**src/rtl/pipe_flow_ctrl_pkg.sv**
```systemverilog
// Shared constants and types for the pipeline flow controller.
// Flow codes mirror the rooth_defines.v encoding; the legacy macros are
// provided here as well so older code keeps compiling.
// Optional perf counters are enabled with the PIPE_CTRL_PERF_EN macro.
`ifndef FLOW_WIDTH
`define FLOW_WIDTH   2
`define FLOW_WORK    2'd0
`define FLOW_STOP    2'd1
`define FLOW_REFRESH 2'd2
`endif

`ifndef PIPE_STAGE_PC
`define PIPE_STAGE_PC  0
`define PIPE_STAGE_IF  1
`define PIPE_STAGE_ID  2
`define PIPE_STAGE_EX  3
`define PIPE_STAGE_WB  4
`endif

package pipe_flow_ctrl_pkg;

    localparam int unsigned FLOW_W = 2;

    localparam logic [FLOW_W-1:0] FLOW_WORK    = 2'd0;
    localparam logic [FLOW_W-1:0] FLOW_STOP    = 2'd1;
    localparam logic [FLOW_W-1:0] FLOW_REFRESH = 2'd2;

    localparam int unsigned PIPE_STAGE_PC = 0;
    localparam int unsigned PIPE_STAGE_IF = 1;
    localparam int unsigned PIPE_STAGE_ID = 2;
    localparam int unsigned PIPE_STAGE_EX = 3;
    localparam int unsigned PIPE_STAGE_WB = 4;

    // Stop: stall stages below depth, flush the stage at depth.
    // Refresh: flush stages 1..depth, keep stage 0 running.
    typedef enum logic {
        MaskStop,
        MaskRefresh
    } mask_mode_e;

endpackage

```
**src/rtl/flow_mask_gen.sv**
```systemverilog
// Combinational per-stage flow code generator for one depth/mode pair.
module flow_mask_gen
    import pipe_flow_ctrl_pkg::*;
#(
    parameter int unsigned STAGES  = 5,
    parameter int unsigned DEPTH_W = 3
) (
    input  logic [DEPTH_W-1:0]       i_depth,
    input  mask_mode_e               i_mode,
    output logic [STAGES*FLOW_W-1:0] o_flow
);

    int unsigned w_d;

    // Build the flow vector stage by stage from depth and mode
    always_comb begin
        o_flow = '0;
        w_d    = 32'(i_depth);
        for (int unsigned s = 0; s < STAGES; s++) begin
            if (i_mode == MaskStop) begin
                if (s < w_d) begin
                    o_flow[s*FLOW_W +: FLOW_W] = FLOW_STOP;
                end else if (s == w_d) begin
                    o_flow[s*FLOW_W +: FLOW_W] = FLOW_REFRESH;
                end else begin
                    o_flow[s*FLOW_W +: FLOW_W] = FLOW_WORK;
                end
            end else begin
                if (s >= 1 && s <= w_d) begin
                    o_flow[s*FLOW_W +: FLOW_W] = FLOW_REFRESH;
                end else begin
                    o_flow[s*FLOW_W +: FLOW_W] = FLOW_WORK;
                end
            end
        end
    end

endmodule

```
**src/rtl/pipe_flow_ctrl.sv**
```systemverilog
// Registered pipeline flow controller: prioritised holds, redirects with a
// pending-redirect register, hold watchdog. Perf counters exist only when
// PIPE_CTRL_PERF_EN is defined.
module pipe_flow_ctrl
    import pipe_flow_ctrl_pkg::*;
#(
    parameter int unsigned STAGES    = 5,
    parameter int unsigned HOLD_SRCS = 8,
    parameter int unsigned ADDR_W    = 32,
    parameter int unsigned DEPTH_W   = 3,
    parameter int unsigned WDT_LIMIT = 1024
) (
    input  logic                         clk,
    input  logic                         rst,
    input  logic [HOLD_SRCS-1:0]         hold_req_i,
    input  logic [HOLD_SRCS*DEPTH_W-1:0] hold_depth_i,
    input  logic                         redir_req_i,
    input  logic                         redir_prio_i,
    input  logic [ADDR_W-1:0]            redir_pc_i,
    input  logic [DEPTH_W-1:0]           redir_depth_i,
    output logic [ADDR_W-1:0]            next_pc_o,
    output logic                         next_pc_vld_o,
    output logic [STAGES*FLOW_W-1:0]     flow_o,
    output logic                         hold_timeout_o,
    output logic [31:0]                  perf_hold_cnt_o,
    output logic [31:0]                  perf_redir_cnt_o
);

    localparam int unsigned        WDT_W        = $clog2(WDT_LIMIT + 1);
    localparam logic [DEPTH_W-1:0] LP_STAGES    = DEPTH_W'(STAGES);
    localparam logic [DEPTH_W-1:0] LP_LAST      = DEPTH_W'(STAGES - 1);
    localparam logic [WDT_W-1:0]   LP_WDT_LIMIT = WDT_W'(WDT_LIMIT);

    logic                     r_pend_vld;
    logic [ADDR_W-1:0]        r_pend_pc;
    logic [DEPTH_W-1:0]       r_pend_depth;
    logic [WDT_W-1:0]         r_wdt_cnt;
    logic                     r_hold_timeout;

    logic                     w_hold_any;
    logic                     w_prio;
    logic                     w_case_hold;
    logic                     w_case_pend;
    logic                     w_case_redir;
    logic                     w_apply;
    logic [DEPTH_W-1:0]       w_hold_depth_raw;
    logic [DEPTH_W-1:0]       w_hold_depth;
    logic [DEPTH_W-1:0]       w_redir_depth_sat;
    logic [DEPTH_W-1:0]       w_apply_depth;
    logic [ADDR_W-1:0]        w_apply_pc;
    logic [STAGES*FLOW_W-1:0] w_flow_hold;
    logic [STAGES*FLOW_W-1:0] w_flow_redir;

    assign w_hold_any   = |hold_req_i;
    assign w_prio       = redir_req_i & redir_prio_i;
    assign w_case_hold  = w_hold_any & ~w_prio;
    assign w_case_pend  = ~w_prio & ~w_hold_any & r_pend_vld;
    assign w_case_redir = ~w_prio & ~w_hold_any & ~r_pend_vld & redir_req_i;
    assign w_apply      = w_prio | w_case_pend | w_case_redir;

    // Pick the lowest-index active hold source and clamp its depth to STAGES
    always_comb begin
        w_hold_depth_raw = '0;
        for (int k = HOLD_SRCS - 1; k >= 0; k--) begin
            if (hold_req_i[k]) begin
                w_hold_depth_raw = hold_depth_i[k*DEPTH_W +: DEPTH_W];
            end
        end
        w_hold_depth = (w_hold_depth_raw > LP_STAGES) ? LP_STAGES : w_hold_depth_raw;
    end

    // Normalise the live redirect depth to 1..STAGES-1
    always_comb begin
        w_redir_depth_sat = redir_depth_i;
        if (redir_depth_i == '0) begin
            w_redir_depth_sat = DEPTH_W'(1);
        end else if (redir_depth_i > LP_LAST) begin
            w_redir_depth_sat = LP_LAST;
        end
    end

    // Select which redirect is being applied this cycle
    always_comb begin
        w_apply_depth = w_redir_depth_sat;
        w_apply_pc    = redir_pc_i;
        if (w_prio) begin
            w_apply_depth = LP_LAST;
        end else if (r_pend_vld) begin
            w_apply_depth = r_pend_depth;
            w_apply_pc    = r_pend_pc;
        end
    end

    flow_mask_gen #(
        .STAGES  (STAGES),
        .DEPTH_W (DEPTH_W)
    ) u_hold_mask (
        .i_depth (w_hold_depth),
        .i_mode  (MaskStop),
        .o_flow  (w_flow_hold)
    );

    flow_mask_gen #(
        .STAGES  (STAGES),
        .DEPTH_W (DEPTH_W)
    ) u_redir_mask (
        .i_depth (w_apply_depth),
        .i_mode  (MaskRefresh),
        .o_flow  (w_flow_redir)
    );

    // Output mux: reset flush, then redirect, then hold, else all stages run
    always_comb begin
        flow_o        = {STAGES{FLOW_WORK}};
        next_pc_vld_o = 1'b0;
        next_pc_o     = '0;
        if (rst) begin
            flow_o = {STAGES{FLOW_REFRESH}};
        end else if (w_apply) begin
            flow_o        = w_flow_redir;
            next_pc_vld_o = 1'b1;
            next_pc_o     = w_apply_pc;
        end else if (w_case_hold) begin
            flow_o = w_flow_hold;
        end
    end

    // Pending redirect: first capture under hold wins, cleared once applied
    always_ff @(posedge clk) begin
        if (rst) begin
            r_pend_vld   <= 1'b0;
            r_pend_pc    <= '0;
            r_pend_depth <= '0;
        end else if (w_prio || w_case_pend) begin
            r_pend_vld <= 1'b0;
        end else if (w_case_hold && redir_req_i && !r_pend_vld) begin
            r_pend_vld   <= 1'b1;
            r_pend_pc    <= redir_pc_i;
            r_pend_depth <= w_redir_depth_sat;
        end
    end

    // Hold watchdog: saturating count of consecutive held cycles
    always_ff @(posedge clk) begin
        if (rst) begin
            r_wdt_cnt      <= '0;
            r_hold_timeout <= 1'b0;
        end else begin
            if (w_prio || !w_hold_any) begin
                r_wdt_cnt <= '0;
            end else if (r_wdt_cnt != LP_WDT_LIMIT) begin
                r_wdt_cnt <= r_wdt_cnt + WDT_W'(1);
            end
            r_hold_timeout <= w_hold_any && !w_prio && (r_wdt_cnt == LP_WDT_LIMIT);
        end
    end

    assign hold_timeout_o = r_hold_timeout;

`ifdef PIPE_CTRL_PERF_EN
    logic [31:0] r_perf_hold_cnt;
    logic [31:0] r_perf_redir_cnt;

    // Wrapping counts of held cycles and applied redirects
    always_ff @(posedge clk) begin
        if (rst) begin
            r_perf_hold_cnt  <= '0;
            r_perf_redir_cnt <= '0;
        end else begin
            if (w_case_hold) begin
                r_perf_hold_cnt <= r_perf_hold_cnt + 32'd1;
            end
            if (w_apply) begin
                r_perf_redir_cnt <= r_perf_redir_cnt + 32'd1;
            end
        end
    end

    assign perf_hold_cnt_o  = r_perf_hold_cnt;
    assign perf_redir_cnt_o = r_perf_redir_cnt;
`else
    assign perf_hold_cnt_o  = '0;
    assign perf_redir_cnt_o = '0;
`endif

endmodule

```
**config.mk**
```make
export PLATFORM = sky130hd
export DESIGN_NAME = pipe_flow_ctrl
export DESIGN_NICKNAME = d
export VERILOG_FILES = /design/src/rtl/pipe_flow_ctrl_pkg.sv /design/src/rtl/flow_mask_gen.sv /design/src/rtl/pipe_flow_ctrl.sv
export SDC_FILE = /design/constraint.sdc
export NUM_CORES = 1
export LEC_CHECK = 0
export BUFFER_PORTS_ARGS = -buffer_cell sky130_fd_sc_hd__buf_2
export CAP_MARGIN = 5
export CORE_MARGIN = 2
export CORE_UTILIZATION = 25
export CTS_CLUSTER_SIZE = 12
export DETAILED_ROUTE_END_ITERATION = 10
export PLACE_DENSITY = 0.56
export SYNTH_ARGS = -nofsm -noshare
export SYNTH_HDL_FRONTEND = slang
export SYNTH_SLANG_ARGS = --single-unit
```
**constraint.sdc**
```tcl
create_clock -name clk -period 2.2 [get_ports clk]
set_input_delay 0.22 -clock clk [delete_from_list [all_inputs] [get_ports clk]]
set_output_delay 0.22 -clock clk [all_outputs]
set_load 0.01 [all_outputs]
```
-- Word-level counts from Yosys, hierarchy flattened
Index checks and enable logic that the tools add are counted.
- add/subtract/negate cells: 1
- multiply operators: 0
- div/mod/pow operators: 0
- order comparisons: 11
- eq/ne operators: 6
- shift operators: 0
- muxes and demuxes: 36
- bitwise operators: 12
- reduce and logical (&&, ||, !) cells: 15
- operator list (cell ; number):
    32-bit 2-to-1 mux ; 4
    3-bit 2-to-1 mux ; 13
    10-bit 2-to-1 mux ; 3
    2-bit 2-to-1 mux ; 14
    11-bit by 1-bit adder with 11-bit output (second input constant) ; 1
    11-bit == test (second input constant) ; 1
    11-bit != test (second input constant) ; 1
    8-bit OR reduction ; 1
    1-bit bitwise AND ; 6
    2-bit by 3-bit == test with 1-bit output (first input constant) ; 2
    3-bit > comparator (second input constant) ; 2
    2-bit by 3-bit <= comparator with 1-bit output (first input constant) ; 2
    3-bit logical NOT ; 2
    1-bit by 3-bit less-than comparator with 1-bit output (first input constant) ; 2
    2-bit by 3-bit less-than comparator with 1-bit output (first input constant) ; 2
    1-bit logical AND ; 4
    1-bit NOT ; 4
    2-bit OR reduction ; 2
    1-bit by 3-bit == test with 1-bit output (first input constant) ; 1
    3-bit == test (first input constant) ; 1
    1-bit by 3-bit <= comparator with 1-bit output (first input constant) ; 1
    3-bit <= comparator (first input constant) ; 1
    1-bit logical NOT ; 3
    3-bit less-than comparator (first input constant) ; 1
    other kinds (4) ; 7
- register bits after elaboration: 48
- latch bits: 0
- RAM bits: 0
- memory bits (read-only): 0
- bits of input ports: 71
- output and inout bits: 108
- logic and storage cells: 86
- memories kept: 0

-- Depth between registers and ports, before layout
- word-level depth: 16
- gate-level depth with buffers: 7
- gate-level depth less buffers: 6

-- By module
Synthesis repeated with hierarchy kept, for this count alone.
- cell total of the unflattened synthesis: 509
- area total of the unflattened synthesis: 3545.9 um^2
- by module, submodules not included (module ; instances ; cells each ; area each (um^2) ; sequential area each (um^2)):
    pipe_flow_ctrl ; 1 ; 471 ; 3310.7 ; 960.9
    flow_mask_gen ; 2 ; 19 ; 117.6 ; 0.0

-- Least setup slack after synthesis
No wires, ideal clock.
- kind: input -> output
- start: in hold_req_i[5]
- end: out next_pc_o[10]
- arrival time: 1.790 ns
- slack: 0.190 ns
- cell stages on the path: 7
- path buffers: 2
- cell sequence: or4_4 nor3_4 a21oi_2 or3_1 buf_2 buf_6 a21oi_2
- longest elaborated chain between the ends: 8
- elaborated cells between the ends (all ways): 10
- classes of those cells: mux: 2; bitwise: 7; reduce/logical: 1
- RTL lines (what ; line ; source):
    start, declared ; pipe_flow_ctrl.sv:15 ; input logic [HOLD_SRCS-1:0] hold_req_i,
    8-bit OR reduction (*) ; pipe_flow_ctrl.sv:54 ; assign w_hold_any = |hold_req_i;
    1-bit NOT (*) ; pipe_flow_ctrl.sv:57, pipe_flow_ctrl.sv:58 ;
    1-bit bitwise AND (*) ; pipe_flow_ctrl.sv:57, pipe_flow_ctrl.sv:58 ;
    1-bit bitwise AND, on equally long branches ; pipe_flow_ctrl.sv:57, pipe_flow_ctrl.sv:58 ;
    1-bit OR or 1-bit bitwise AND (tied branches) ; pipe_flow_ctrl.sv:59, pipe_flow_ctrl.sv:58 ;
    1-bit OR (*) ; pipe_flow_ctrl.sv:59 ; assign w_apply = w_prio | w_case_pend | w_case_redir;
    32-bit 2-to-1 mux (*) ; pipe_flow_ctrl.sv:119 ; end else if (w_apply) begin
    32-bit 2-to-1 mux (*) ; pipe_flow_ctrl.sv:117 ; if (rst) begin
    end, declared ; pipe_flow_ctrl.sv:21 ; output logic [ADDR_W-1:0] next_pc_o,
Every way passes the cells marked *; elsewhere a longest branch is shown, timed or not.

-- Worst setup path after layout
- start: in hold_req_i[5]
- end: out next_pc_o[24]
Same word-level chain as after synthesis.

==> impl_metrics.ini <==
[drt]
dr.pass1.iters = 4
wl_per_cell_um = 11.5
ant_nets = 0
vias_per_cell = 4.24
drt_iter0_drc = 125
vias = 3214
drcViolationCount = 0
wl_um = 8720

[placed_design]
dp_slack_ns = -0.140
routabilityCongestion = 0.796
portBuffers = 114
post-place-cells = 747
place_hpwl_um = 6580

[cells_and_area]
nNetsFinal = 658
area_growth_syn_to_layout_pct = 26.2
final_util_pct = 32.5
num_antenna_cells = 0
fin_cells = 758
final_common_cell = nand2_1
drive_gt1_share_pct = 32.3
mostFrequentLayoutCells = nand2_1, buf_2, conb_1, dfxtp_1, a21oi_1

[die]
start_util_pct = 25.7
fp-row-count = 41
core_um2 = 12700
die_w_um = 118
ioPinCount = 179
die_y_um = 118
die-area_um2 = 14000

[logic_synthesis]
muxShareOfSynthArea_pct = 0.690
synth_xor_xnor_area_share_pct = 2.42
async_flop_share_pct = 0
yosys_warnings = 0
synthSimpleGateAreaFrac_pct = 26.0
ys_top_cells_by_area = dfxtp_1, nand2_1, buf_4
synth-seq-cells = 48
synth_compound_area_share_pct = 21.2
synth_area_per_cell_um2 = 7.03
yosysTopAreaCellShare_pct = 29.5
synth_area_um2 = 3260
synth_top_family_by_area = simple AND/OR/NAND/NOR gates
yosysUniqueCellTypes = 46
synth_flop_cell = dfxtp_1
synthAdderAreaFrac_pct = 0.767
yosysTopAreaCell = dfxtp_1
synth-edff-count = 0
seq_area_frac_synth_pct = 29.5
synth_cells = 464

[outcome]
status = finished, final reports clean

[setup_path]
cp.required_ns = 1.98
crit_path_cell_trace = buf_8 > or4_4 > nor3_4 > a21oi_2 > or3_4 > buf_12 > a21oi_2 > buf_2
crit_top_cell = a21oi_2
critPathBufInv = 3
critPathTopFamily = simple AND/OR/NAND/NOR gates
max_stage_delay_ns = 0.54
critPathSlowestCell = or4_4
crit_type = in2out
worst_setup_path_start_kind = primary input
cp_max_fo = 9
crit_path_end_kind = output pin
cp.arrival_ns = 1.95

[power_and_ir_drop]
power_mw = 2.19
power.density_nw_per_um2 = 531
p_leak_nw = 1.90
ir_drop_v = 0.000274

[timing]
fin_skew_ns = 0.00533
hold_viol = 0
period_share_pct = 98.7
setup_viol = 0
setup_slack_ns = 0.0294
period_minus_slack_ns = 2.17
finalMaxSlewViolations = 0
max_freq_ghz = 0.461
rsz0062_at_grt = true

[clock_network]
htree_levels = 2
root_buffer = clkbuf_16
clock_latency_ns = 0.28
clkTransAtPathRegs_ns = 0.06
cts.sinks = 48
hold_buffers = 0
cts_tree = built
clock_path_buffers = 2
cts_buffers = 5

[global_route]
grt_max_degree = 36
grt_pass1_vias = 3022
track_usage_pct = 12.0
antenna_found_initial = 1
grt_overflow = 0
grt_first_pass_wirelength_um = 14000

[hold_path]
min_path_type = in2reg

[flow_run]
drv_cap = 0
cells in the mapped netlist, types with 2 or more instances:
master    count
or3_1         3
nand2b_1      4
o22ai_1       6
o31ai_1       3
inv_1         7
nand2_1     148
nand3b_1      2
a21oi_2      30
a211oi_1      2
nor2_1       25
a211o_1       2
mux2_2        2
nand4_1       2
buf_6         3
nor4_1        2
xor2_1        6
ha_1          2
clkbuf_1     16
a21oi_1      48
buf_4        64
nand3_1       8
dfxtp_1      48
xnor2_1       3
buf_2         5
o21ai_0       2
through the flow:
stage | setup TNS (ns) | instance area [um2] | hold WS (ns)
after global routing | -0.894 | 4120 | 0.182
after global placement | -2.63 | 3870 | 0.442
after detailed placement | -2.95 | 3870 | 0.449
after CTS | 0 | 4030 | 0.176
after floorplan | 0 | 3500 | 0.356
final | 0 | 4120 | 0.181
worst register-to-register path: cells and delay by family, from the launching register on:
family	cells	cell delay [ns]
adder cells (fa/ha/maj)	1	0.24
AND/OR/NAND/NOR	4	0.54
XOR/XNOR	1	0.15
flip-flops	1	0.42
kinds of logic after synthesis:
family                     count (synthesis)
AOI/OAI and AO/OA                        103
muxes                                      2
buffers and inverters                     96
DFF                                       48
other                                      1
and+or+nand+nor                          203
xor gates and xnor gates                   9
adders and majority gates                  2
power breakdown:
part	internal, mW	switching [mW]
registers	0.910	0.0248
clock network	0.453	0.303
logic	0.189	0.305
what timing repair did:
item	CTS	global route
resized for setup	2	11
endpoints found under the setup margin	33	37
buffers inserted	0	1
gates cloned	0	2
pin swaps	0	1
routing by layer:
metal	up-vias	GRT usage, %	routed length (um)
met5	-	0	13
met1	1469	14.8	3910
met4	2	2.03	51
li1	1638	-	-
met2	96	21.2	4270
met3	9	2.99	485
worst paths after layout:
kind | startpoint | to | slack [ns] | depth (start not counted)
max reg2reg | r_wdt_cnt[0] | r_wdt_cnt[8] | 0.74 | 6
min | redir_pc_i[18] | r_pend_pc[18] | 0.18 | 3
max | hold_req_i[5] | next_pc_o[24] | 0.03 | 8
min reg2reg | r_pend_pc[9] | r_pend_pc[9] | 0.45 | 2
state kept, by name (all words and copies together), names as in the netlist:
| name | count |
|---|---|
| r_pend_vld | 1 |
| r_wdt_cnt | 11 |
| r_pend_depth | 3 |
| r_pend_pc | 32 |
| hold_timeout_o | 1 |
final cells by class:
class	instances	area (um2)
inverters	7	26.3
well taps	172	215
clock buffers	8	146
flip-flops and latches	48	961
multi-input cells	383	1940
fillers	1389	8550
repair buffers	140	828
No activity file was read; power rests on OpenSTA's default activity.
